### src/rtl/butterfly_addr_gen.sv
// Radix-2 in-place FFT butterfly address generator: walks every (stage, butterfly)
// pair of one pass, handing out operand addresses, twiddle index and load-phase selector.
module butterfly_addr_gen #(
    parameter int LOG2N = 8
) (
    input  logic             clk,
    input  logic             rst,
    input  logic             start,
    input  logic             advance,
    output logic [9:0]       a_real,
    output logic [9:0]       a_imag,
    output logic [9:0]       b_real,
    output logic [9:0]       b_imag,
    output logic [LOG2N-2:0] twiddle_idx,
    output logic [2:0]       samples_loaded_count,
    output logic [2:0]       stage,
    output logic             busy,
    output logic             fft_done
);

    localparam logic [LOG2N-2:0] K_LAST     = '1;
    localparam logic [LOG2N-2:0] K_ONE      = (LOG2N-1)'(1);
    localparam logic [LOG2N-1:0] IDX_ONE    = LOG2N'(1);
    localparam logic [2:0]       STAGE_LAST = 3'(LOG2N - 1);
    localparam logic [2:0]       TW_TOP     = 3'(LOG2N - 1);
    localparam logic [9:0]       IMAG_BASE  = 10'(1 << LOG2N);

    typedef enum logic [1:0] {IDLE, LOAD, WAIT, DONE} state_t;

    state_t           state_q;
    logic [2:0]       stage_q, stage_d;
    logic [LOG2N-2:0] k_q, k_d;
    logic [2:0]       count_q;
    logic [9:0]       aReal_q, aImag_q, bReal_q, bImag_q;
    logic [LOG2N-2:0] twiddle_q, twiddle_d;
    logic             busy_q, done_q;
    logic [LOG2N-1:0] kExt, posMask, pos, idxA_d, idxB_d, twFull;

    // Butterfly that will be presented on the next LOAD entry, and its addresses.
    always_comb begin
        stage_d = stage_q;
        k_d     = k_q;
        if (state_q == IDLE) begin
            stage_d = '0;
            k_d     = '0;
        end else if (k_q == K_LAST) begin
            stage_d = stage_q + 3'd1;
            k_d     = '0;
        end else begin
            k_d = k_q + K_ONE;
        end
        kExt      = {1'b0, k_d};
        posMask   = (IDX_ONE << stage_d) - IDX_ONE;
        pos       = kExt & posMask;
        idxA_d    = (((kExt >> stage_d) << stage_d) << 1) | pos;
        idxB_d    = idxA_d | (IDX_ONE << stage_d);
        twFull    = pos << (TW_TOP - stage_d);
        twiddle_d = twFull[LOG2N-2:0];
    end

    always_ff @(posedge clk) begin
        if (rst) begin
            state_q   <= IDLE;
            stage_q   <= '0;
            k_q       <= '0;
            count_q   <= 3'd7;
            aReal_q   <= '0;
            aImag_q   <= '0;
            bReal_q   <= '0;
            bImag_q   <= '0;
            twiddle_q <= '0;
            busy_q    <= 1'b0;
            done_q    <= 1'b0;
        end else begin
            done_q <= 1'b0;
            case (state_q)
                IDLE: begin
                    if (start) begin
                        state_q   <= LOAD;
                        stage_q   <= stage_d;
                        k_q       <= k_d;
                        count_q   <= 3'd0;
                        aReal_q   <= 10'(idxA_d);
                        aImag_q   <= 10'(idxA_d) | IMAG_BASE;
                        bReal_q   <= 10'(idxB_d);
                        bImag_q   <= 10'(idxB_d) | IMAG_BASE;
                        twiddle_q <= twiddle_d;
                        busy_q    <= 1'b1;
                    end
                end
                LOAD: begin
                    if (count_q == 3'd3) begin
                        state_q <= WAIT;
                    end
                    count_q <= count_q + 3'd1;
                end
                WAIT: begin
                    // Advance has priority over start here; start is simply not looked at.
                    if (advance) begin
                        if (stage_q == STAGE_LAST && k_q == K_LAST) begin
                            state_q <= DONE;
                            count_q <= 3'd7;
                            busy_q  <= 1'b0;
                            done_q  <= 1'b1;
                        end else begin
                            state_q   <= LOAD;
                            stage_q   <= stage_d;
                            k_q       <= k_d;
                            count_q   <= 3'd0;
                            aReal_q   <= 10'(idxA_d);
                            aImag_q   <= 10'(idxA_d) | IMAG_BASE;
                            bReal_q   <= 10'(idxB_d);
                            bImag_q   <= 10'(idxB_d) | IMAG_BASE;
                            twiddle_q <= twiddle_d;
                        end
                    end
                end
                DONE: begin
                    state_q   <= IDLE;
                    stage_q   <= '0;
                    k_q       <= '0;
                    aReal_q   <= '0;
                    aImag_q   <= '0;
                    bReal_q   <= '0;
                    bImag_q   <= '0;
                    twiddle_q <= '0;
                end
                default: state_q <= IDLE;
            endcase
        end
    end

    assign a_real               = aReal_q;
    assign a_imag               = aImag_q;
    assign b_real               = bReal_q;
    assign b_imag               = bImag_q;
    assign twiddle_idx          = twiddle_q;
    assign samples_loaded_count = count_q;
    assign stage                = stage_q;
    assign busy                 = busy_q;
    assign fft_done             = done_q;

endmodule

### config.mk
export PLATFORM = sky130hd
export DESIGN_NAME = butterfly_addr_gen
export DESIGN_NICKNAME = d
export VERILOG_FILES = /design/src/rtl/butterfly_addr_gen.sv
export SDC_FILE = /design/constraint.sdc
export NUM_CORES = 1
export LEC_CHECK = 0
export BUFFER_PORTS_ARGS = -buffer_cell sky130_fd_sc_hd__buf_2
export CAP_MARGIN = 20
export CORE_AREA = 2 2 87 89
export CTS_BUF_LIST = sky130_fd_sc_hd__clkbuf_4 sky130_fd_sc_hd__clkbuf_8
export CTS_CLUSTER_SIZE = 14
export DETAILED_ROUTE_END_ITERATION = 12
export DIE_AREA = 0 0 89 91
export GPL_TIMING_DRIVEN = 0
export HOLD_SLACK_MARGIN = 0.08
export PLACE_DENSITY_LB_ADDON = 0.3
export SLEW_MARGIN = 20
export SYNTH_ARGS = -nofsm -noshare
export SYNTH_HDL_FRONTEND = slang
export SYNTH_SLANG_ARGS = --single-unit
### constraint.sdc
create_clock -name clk -period 2.95 [get_ports clk]
set_input_delay 0.4425 -clock clk [delete_from_list [all_inputs] [get_ports clk]]
set_output_delay 0.4425 -clock clk [all_outputs]
set_load 0.05 [all_outputs]
# == After elaboration in Yosys (flattened, before gate mapping) ==
# Index checks and enable logic that the tools add are counted.
# totals
register_bits,64
output_inout_bits,55
in_bits,4
# classes
shifts,4
eq_ne,11
add_sub_neg,5
muxes,46
bitwise,5
reduce_logical,10
# ops
cell,n
$mux 10,12
$pmux 10 s3,4
$mux 7,8
$pmux 7 s3,2
$mux 3,8
$pmux 3 s3,2
$or 8x8->8,2
$shl 8x3->7,2
$ne 2x2->1 const B,5
$and 7x8->8,1
$mux 2,4
$pmux 2 s4,1
$reduce_and 4->1,2
$shl 1x3->8 const A,1
$shr 7x3->8,1
$sub 8x1->8 const B,1
$add 7x1->7 const B,1
$eq 7x7->1 const B,1
$add 3x1->3 const B,2
$reduce_and 3->1,2
$reduce_bool 3->1,2
$eq 2x2->1 const B,2
$mux 1,4
$eq 3x2->1 const B,1
other kinds (9),10

# == Depth between registers and ports, before layout ==
# Gate-level depths: netlist of run 1.
# logic_depth
depth_word,11
mapped_depth,11
ltp_nobuf,8

# == Worst setup path after synthesis of run 1 ==
# Ideal clock, no wire load.
# synth_timing
path_type,reg-to-reg
from,"reg stage_q[0], in the netlist stage[0]"
to,"reg aReal_q[6], in the netlist a_real[6]"
setup_time_ns,0.117
path_stages_with_launch,10
n_path_buf,1
synth_period_minus_slack_ns,2.404
slack_ns,0.546
required_time_ns,2.833
t_arrival_ns,2.287
path_cell_list,dfxtp_1 > ha_1 > ha_1 > nand4_1 > nor3_1 > or2_1 > buf_2 > nand2_1 > mux2_2 > a22o_1
# synth_between
elab_chain_len,10
elab_cells_between_ends,17
cone_classes,2 x add/sub; 2 x eq/ne; 3 x shift; 6 x mux; 2 x bitwise; 2 x reduce/logical
# synth_lines
element,line_no,source
from (decl),31,"logic [2:0] stage_q, stage_d;"
from (signal assigned),80,stage_q <= stage_d;
from (signal assigned),107,stage_q <= stage_d;
$add 3x1->3,47,stage_d = stage_q + 3'd1;
$mux 3,46,end else if (k_q == K_LAST) begin
$mux 3,43,if (state_q == IDLE) begin
$shl 1x3->8,53,posMask = (IDX_ONE << stage_d) - IDX_ONE;
$sub 8x1->8,53,
$and 7x8->8,54,pos = kExt & posMask;
$or 8x8->8,55,idxA_d = (((kExt >> stage_d) << stage_d) << 1) | pos;
$mux 10,100,if (stage_q == STAGE_LAST && k_q == K_LAST) begin
$mux 10,99,if (advance) begin
$pmux 10 s3,76,case (state_q)
to (signal assigned),83,aReal_q <= 10'(idxA_d);
to (signal assigned),110,aReal_q <= 10'(idxA_d);
to (decl),34,"logic [9:0] aReal_q, aImag_q, bReal_q, bImag_q;"
# Several ways; a longest one is shown, not always the timed one. The select of a mux whose other input is x is not followed.
# A chain may end at the register's enable or synchronous reset.

# == Final worst setup path of run 1 ==
# layout_timing
from,reg state_q[0]
to,"reg bReal_q[4], in the netlist b_real[4]"
# layout_between
elab_chain_len,10
elab_cells_between_ends,21
cone_classes,1 x add/sub; 5 x eq/ne; 3 x shift; 6 x mux; 3 x bitwise; 3 x reduce/logical
# layout_lines
element,line_no,source
from (decl),30,state_t state_q;
from (signal assigned),63,state_q <= IDLE;
from (signal assigned),79,state_q <= LOAD;
from (signal assigned),93,state_q <= WAIT;
$logic_not 2->1,"43, 76",
$mux 3,43,
$shl 1x3->8,"53, 56",
$sub 8x1->8,53,
$and 7x8->8,54,
$or 8x8->8,55,
$or 8x8->8,56,idxB_d = idxA_d | (IDX_ONE << stage_d);
$mux 10,100,
$mux 10,99,
$pmux 10 s3,76,
to (signal assigned),85,bReal_q <= 10'(idxB_d);
to (signal assigned),112,bReal_q <= 10'(idxB_d);
to (decl),34,
# Several ways; a longest one is shown, not always the timed one. The select of a mux whose other input is x is not followed.

==> results.toml, run 1 <==
[run_status]
status = "finished clean"

[worst_setup_path]
start_kind = "flop"
critPathMaxFanout = 10
cp-startpoint = "state_q[0]"
critPathRequiredTime_ns = 3.17
cp-end-kind = "flop"
cp_cell_sequence = "inv_1 -> ha_1 -> buf_2 -> nor2b_1 -> a211o_1 -> nor4_4 -> a32oi_1 -> a21boi_0 -> a21oi_1"
crit_arrival_ns = 2.91
critical_path.max_stage_delay_ns = 0.56
cp_slowest_cell = "nor4_4"
crit_type = "flop to flop"
cp_top_family = "compound AO/OA/AOI/OAI gates"
critical_path_buf_inv_count = 2
timing.rr.start = "state_q[0]"

[floorplanning]
die-area_um2 = 8099
chipWidth_um = 89
io_pins = 59
core_region_area_um2 = 7137
start_util = 0.3866
rows = 31
fp.dieH_um = 91

[timing]
max_freq_ghz = 0.3720
fin_setup_tns_ns = 0
finalCritPeriodShare = 0.9111
worst_pin_slew_ns = 0.7228
hold_viol_final = 0
grt_setup_unrepaired = "no"
hold_slack_ns = 0.4160
min_period_ns = 2.688
final-max-slew-violation-count = 0
report.final.setup_viol = 0
skew_ns = 0.005504
slew_headroom = 0.5149

[global_route]
grt_usage = 0.2439
grt_pass1_wl_mm = 15.25
grt_pass1_vias = 2845
grt_overflow = 0
grt_max_degree = 13
antenna_found_initial = 0

[layout]
syn_to_final_growth_pct = 19.46
fin_nets = 434
final_cell_mix = "buf_2, dfxtp_1, nor2_1, nand2_1, a21oi_1"
drive_above_1_share = 0.2548
layout_commonest_cell = "buf_2"
antenna_cells = 0
design_area_um2 = 3296
utilization = 0.4618
layout.cells.non_filler = 519

[yosys]
post_synth.cell_area_avg_um2 = 7.750
synth_adder_area_share = 0.04989
synthArstFlopShare = 0
synth_area_um2 = 2759
synth_top_flop_cell = "dfxtp_1"
synth_edf_count = 0
synth_seq_cells = 41
synth_top_family_by_area = "compound AO/OA/AOI/OAI gates"
yosysWarnings = 0
yosys.area.top_type = "dfxtp_1"
synth_xor_area_frac = 0.01270
synth_simple_gate_area_frac = 0.2154
synth_compound_area_frac = 0.2966
synthMuxAreaShare = 0.008163
synth_top_area_frac = 0.2975
synth.distinct_cells = 65
synthCells = 356
synthTopCellsByArea = "dfxtp_1, buf_4, ha_1"
yosysSeqAreaShare = 0.2975

[cts]
postCtsSetupBuffers = 0
cts_max_level = 2
hold_buffers = 0
clk_latency_ns = 0.29
cts_max_path_buffers = 2
cts-root-buf = "clkbuf_8"
clk_pin_slew_worst_paths_ns = 0.08
cts_tree = "done"
cts_made_buffers = 5
clock_sinks = 41

[routing]
totalWireLength_mm = 9.475
drcViolationCount = 0
route.met2.wl_mm = 4.288
antenna_left = 0
topRoutingLayerUsed = "met4"
first_pass_iters = 5
avgViaCountPerCell = 5.642
wl_per_cell_um = 18.26
num_vias = 2928
wl_met1_mm = 4.274
drt_iter0_markers = 207
met3_wirelength_um = 520

[hold_path]
min_path_type = "input port to flop"
hold_start = "advance"

[placed_design]
place.gp.congestion = 1.000
placed_area_um2 = 3157
port_buffers = 51
dp_hpwl_mm = 7.229
dp_cells = 511

[power_and_ir_drop]
leakagePower_uw = 0.001414
p_per_area_nw_per_um2 = 750.0
peakVddDrop_v = 0.0003920

[job]
drv_cap = 0
-- logic make-up after synthesis --
family / after synthesis
fa+ha+maj: 11
buf+inv: 59
xor+xnor: 4
mux: 2
simple gates: 120
compound gates: 118
other cells: 1
flops: 41
-- worst register-to-register path, cell delays in order, from the launching register on --
cell	delay, ns
dfxtp_1	0.43
inv_1	0.12
ha_1	0.24
buf_2	0.20
nor2b_1	0.18
a211o_1	0.42
nor4_4	0.56
a32oi_1	0.11
a21boi_0	0.19
a21oi_1	0.17
-- area by class of cell --
type | instances | area (um2)
plain buffers | 46 | 277.8
clock buffers | 7 | 90.09
clock inverters | 1 | 30.03
fillers | 813 | 3841
inverters | 13 | 48.80
multi-input cells | 261 | 1649
flip-flops and latches | 41 | 820.8
well taps | 99 | 123.9
repair buffers | 51 | 255.2
-- where the power goes --
part	switching [uW]	leakage, uW	total [uW]	internal, uW
Sequential	49.7	0.000333	666	617
Combinational	985	0.00102	1330	347
Clock	189	0.0000619	474	285
-- registers in the layout, indices dropped and copies added (netlist names) --
signal / flops
twiddle_idx: 7
stage: 3
k_q: 7
b_imag: 2
samples_loaded_count: 3
state_q: 2
fft_done: 1
b_real: 7
a_real: 7
busy: 1
a_imag: 1
-- routing by layer --
layer,global-route usage,up-vias
met3,0.03455,28
met5,0,-
met1,0.3404,1373
met4,0.1045,0
li1,-,1408
met2,0.3706,119
-- Yosys cell counts, types with 2 or more instances --
library cell / instances
a22oi_1: 9
a22o_1: 2
buf_1: 2
o31ai_1: 3
nand2_1: 32
mux2_2: 2
a32oi_1: 6
nor3_1: 12
a311oi_1: 2
o21ai_0: 16
a21o_1: 2
or4_1: 2
nand4_1: 2
a21oi_1: 26
or2_1: 2
ha_1: 11
and2_1: 4
nand3_1: 9
a31oi_1: 6
nor2b_1: 2
a211oi_1: 5
o31a_1: 3
dfxtp_1: 41
clkbuf_1: 8
nor3b_1: 2
and3_1: 3
nand3b_1: 2
xor2_1: 3
buf_2: 12
or3_1: 4
o41ai_1: 2
buf_4: 24
a21boi_0: 2
nor2_1: 33
o32ai_1: 3
o221ai_1: 6
nor4_1: 2
nor3_2: 2
o211ai_1: 4
o21a_1: 4
inv_1: 13
o22ai_1: 2
o21ai_1: 2
-- metrics by stage --
stage                     total power [uW]  setup slack (ns)
final                                 2472            0.2622
after floorplan                       1619            0.5461
after global routing                  2638           0.06640
after detailed placement              1983           0.05724
after global placement                1976           0.04709
after CTS                             2463           0.03709
-- timing repair --
| action | in CTS | in global routing |
|---|---|---|
| endpoints found under the setup margin | 0 | 8 |
| endpoints found under the hold margin | 0 | 0 |
| resized for setup | 0 | 3 |
-- worst paths after layout --
check | cells past startpoint | end | slack (ns)
max | 9 | b_real[4] | 0.26
min reg2reg | 2 | a_real[3] | 0.46
min | 3 | fft_done | 0.42
max reg2reg | 9 | b_real[4] | 0.26
Note: power is estimated with default switching activity, not from simulation.
==> run 2, diff against run 1 <==
CTS_BUF_LIST = not set   (was sky130_fd_sc_hd__clkbuf_4 sky130_fd_sc_hd__clkbuf_8)
==> results.toml, run 2 (same netlist as run 1, synthesis figures left out) <==
[routing]
avgViaCountPerCell = 5.686
drt_iter0_markers = 194
totalWireLength_mm = 9.510
antenna_left = 0
wl_per_cell_um = 18.32
drcViolationCount = 0
num_vias = 2951
first_pass_iters = 5

[cts]
clk_pin_slew_worst_paths_ns = 0.08
cts-root-buf = "clkbuf_8"
postCtsSetupBuffers = 0
cts_max_level = 2
cts_made_buffers = 5
clk_latency_ns = 0.29
clock_sinks = 41
cts_max_path_buffers = 2
cts_tree = "done"
ctsResizeCount = 0
hold_buffers = 0

[global_route]
grt_max_degree = 13
grt_overflow = 0
grt_pass1_vias = 2845
grt_pass1_wl_mm = 15.25
grt_usage = 0.2439
antenna_found_initial = 0

[worst_setup_path]
crit_cells = 9
cp-startpoint = "state_q[0]"
critPathMaxFanout = 10
start_kind = "flop"
rr_worst_depth = 9
critical_path.max_stage_delay_ns = 0.56
critPathRequiredTime_ns = 3.17
crit_type = "flop to flop"
cp_cell_sequence = "inv_1 -> ha_1 -> buf_2 -> nor2b_1 -> a211o_1 -> nor4_4 -> a32oi_1 -> a21boi_0 -> a21oi_1"
rrSetupSlack_ns = 0.27
cp-end-kind = "flop"
endpoint = "b_real[4]"
cp_slowest_cell = "nor4_4"
reg2reg_to = "b_real[4]"
timing.rr.start = "state_q[0]"
cp_top_family = "compound AO/OA/AOI/OAI gates"
crit_arrival_ns = 2.90
critical_path_buf_inv_count = 2

[placed_design]
place.gp.congestion = 1.000
dp_hpwl_mm = 7.229
port_buffers = 51
placed_area_um2 = 3157

[layout]
antenna_cells = 0
final_cell_mix = "buf_2, dfxtp_1, nor2_1, nand2_1, a21oi_1"
layout_commonest_cell = "buf_2"
drive_above_1_share = 0.2524
utilization = 0.4613
design_area_um2 = 3292
fin_nets = 434
syn_to_final_growth_pct = 19.32

[timing]
hold_viol_final = 0
report.final.setup_viol = 0
worst_pin_slew_ns = 0.7444
slew_headroom = 0.5004
skew_ns = 0.008118
max_freq_ghz = 0.3737
min_period_ns = 2.676
grt_setup_unrepaired = "no"
finalCritPeriodShare = 0.9071
fin_setup_tns_ns = 0
final-max-slew-violation-count = 0

[floorplanning]
core_region_area_um2 = 7137
die-area_um2 = 8099
io_pins = 59
chipWidth_um = 89
start_util = 0.3866
rows = 31
fp.dieH_um = 91

[run_status]
status = "finished clean"

[power_and_ir_drop]
peakVddDrop_v = 0.0003916
leakagePower_uw = 0.001410
p_per_area_nw_per_um2 = 748.9

[hold_path]
min_path_type = "input port to flop"

[job]
drv_cap = 0
-- run 2: cell counts in the layout (fill, tap and decap cells not counted) --
No cell type changed its count.
-- run 2: worst min-delay path by stage --
stage,start,endpoint,slack [ns],cells after the start
3_5_place_dp,a_real[3],a_real[3],0.45,2
4_1_cts,advance,fft_done,0.41,3
2_1_floorplan,state_q[1],state_q[1],0.48,2
5_1_grt,advance,fft_done,0.41,3
6_report,advance,fft_done,0.42,3
3_3_place_gp,a_real[1],a_real[1],0.45,2
-- run 2: per-stage QoR --
step / hold slack [ns] / setup slack (ns) / power, uW / std cells
detailed placement: 0.4525 / 0.05724 / 1983 / 511
global placement: 0.4469 / 0.04709 / 1976 / 511
CTS: 0.4101 / 0.03747 / 2454 / 519
finish: 0.4160 / 0.2742 / 2465 / 519
global route: 0.4112 / 0.06640 / 2629 / 519
floorplan: 0.4802 / 0.5461 / 1619 / 361
-- run 2: layout make-up --
class / count / area (um2)
buffer: 46 / 277.8
clock buffer: 7 / 86.33
clock inverter: 1 / 30.03
fill: 814 / 3845
inverter: 13 / 48.80
multi-input combinational: 261 / 1649
sequential: 41 / 820.8
tap: 99 / 123.9
timing repair buffer: 51 / 255.2
-- run 2: per-layer routing --
metal / global-route usage / up-vias / share of wire
met1: 0.3404 / 1408 / 0.46
li1: - / 1405 / -
met4: 0.1045 / 0 / 0.041
met5: 0 / - / 0
met3: 0.03455 / 26 / 0.052
met2: 0.3706 / 112 / 0.45
-- run 2: where the power goes --
part / internal (uW) / switching (uW) / leakage [uW] / total, uW
clock: 276 / 191 / 0.0000585 / 467
sequential: 617 / 49.8 / 0.000333 / 667
combinational: 347 / 985 / 0.00102 / 1330
total: 1240 / 1230 / 0.00141 / 2470
-- run 2: worst reg2reg max path: cells and delay by family, from the launching register on --
family	cells	cell delay [ns]
AOI/OAI and AO/OA	4	0.88
adders and majority gates	1	0.24
DFF	1	0.43
buffers and inverters	2	0.32
and+or+nand+nor	2	0.74
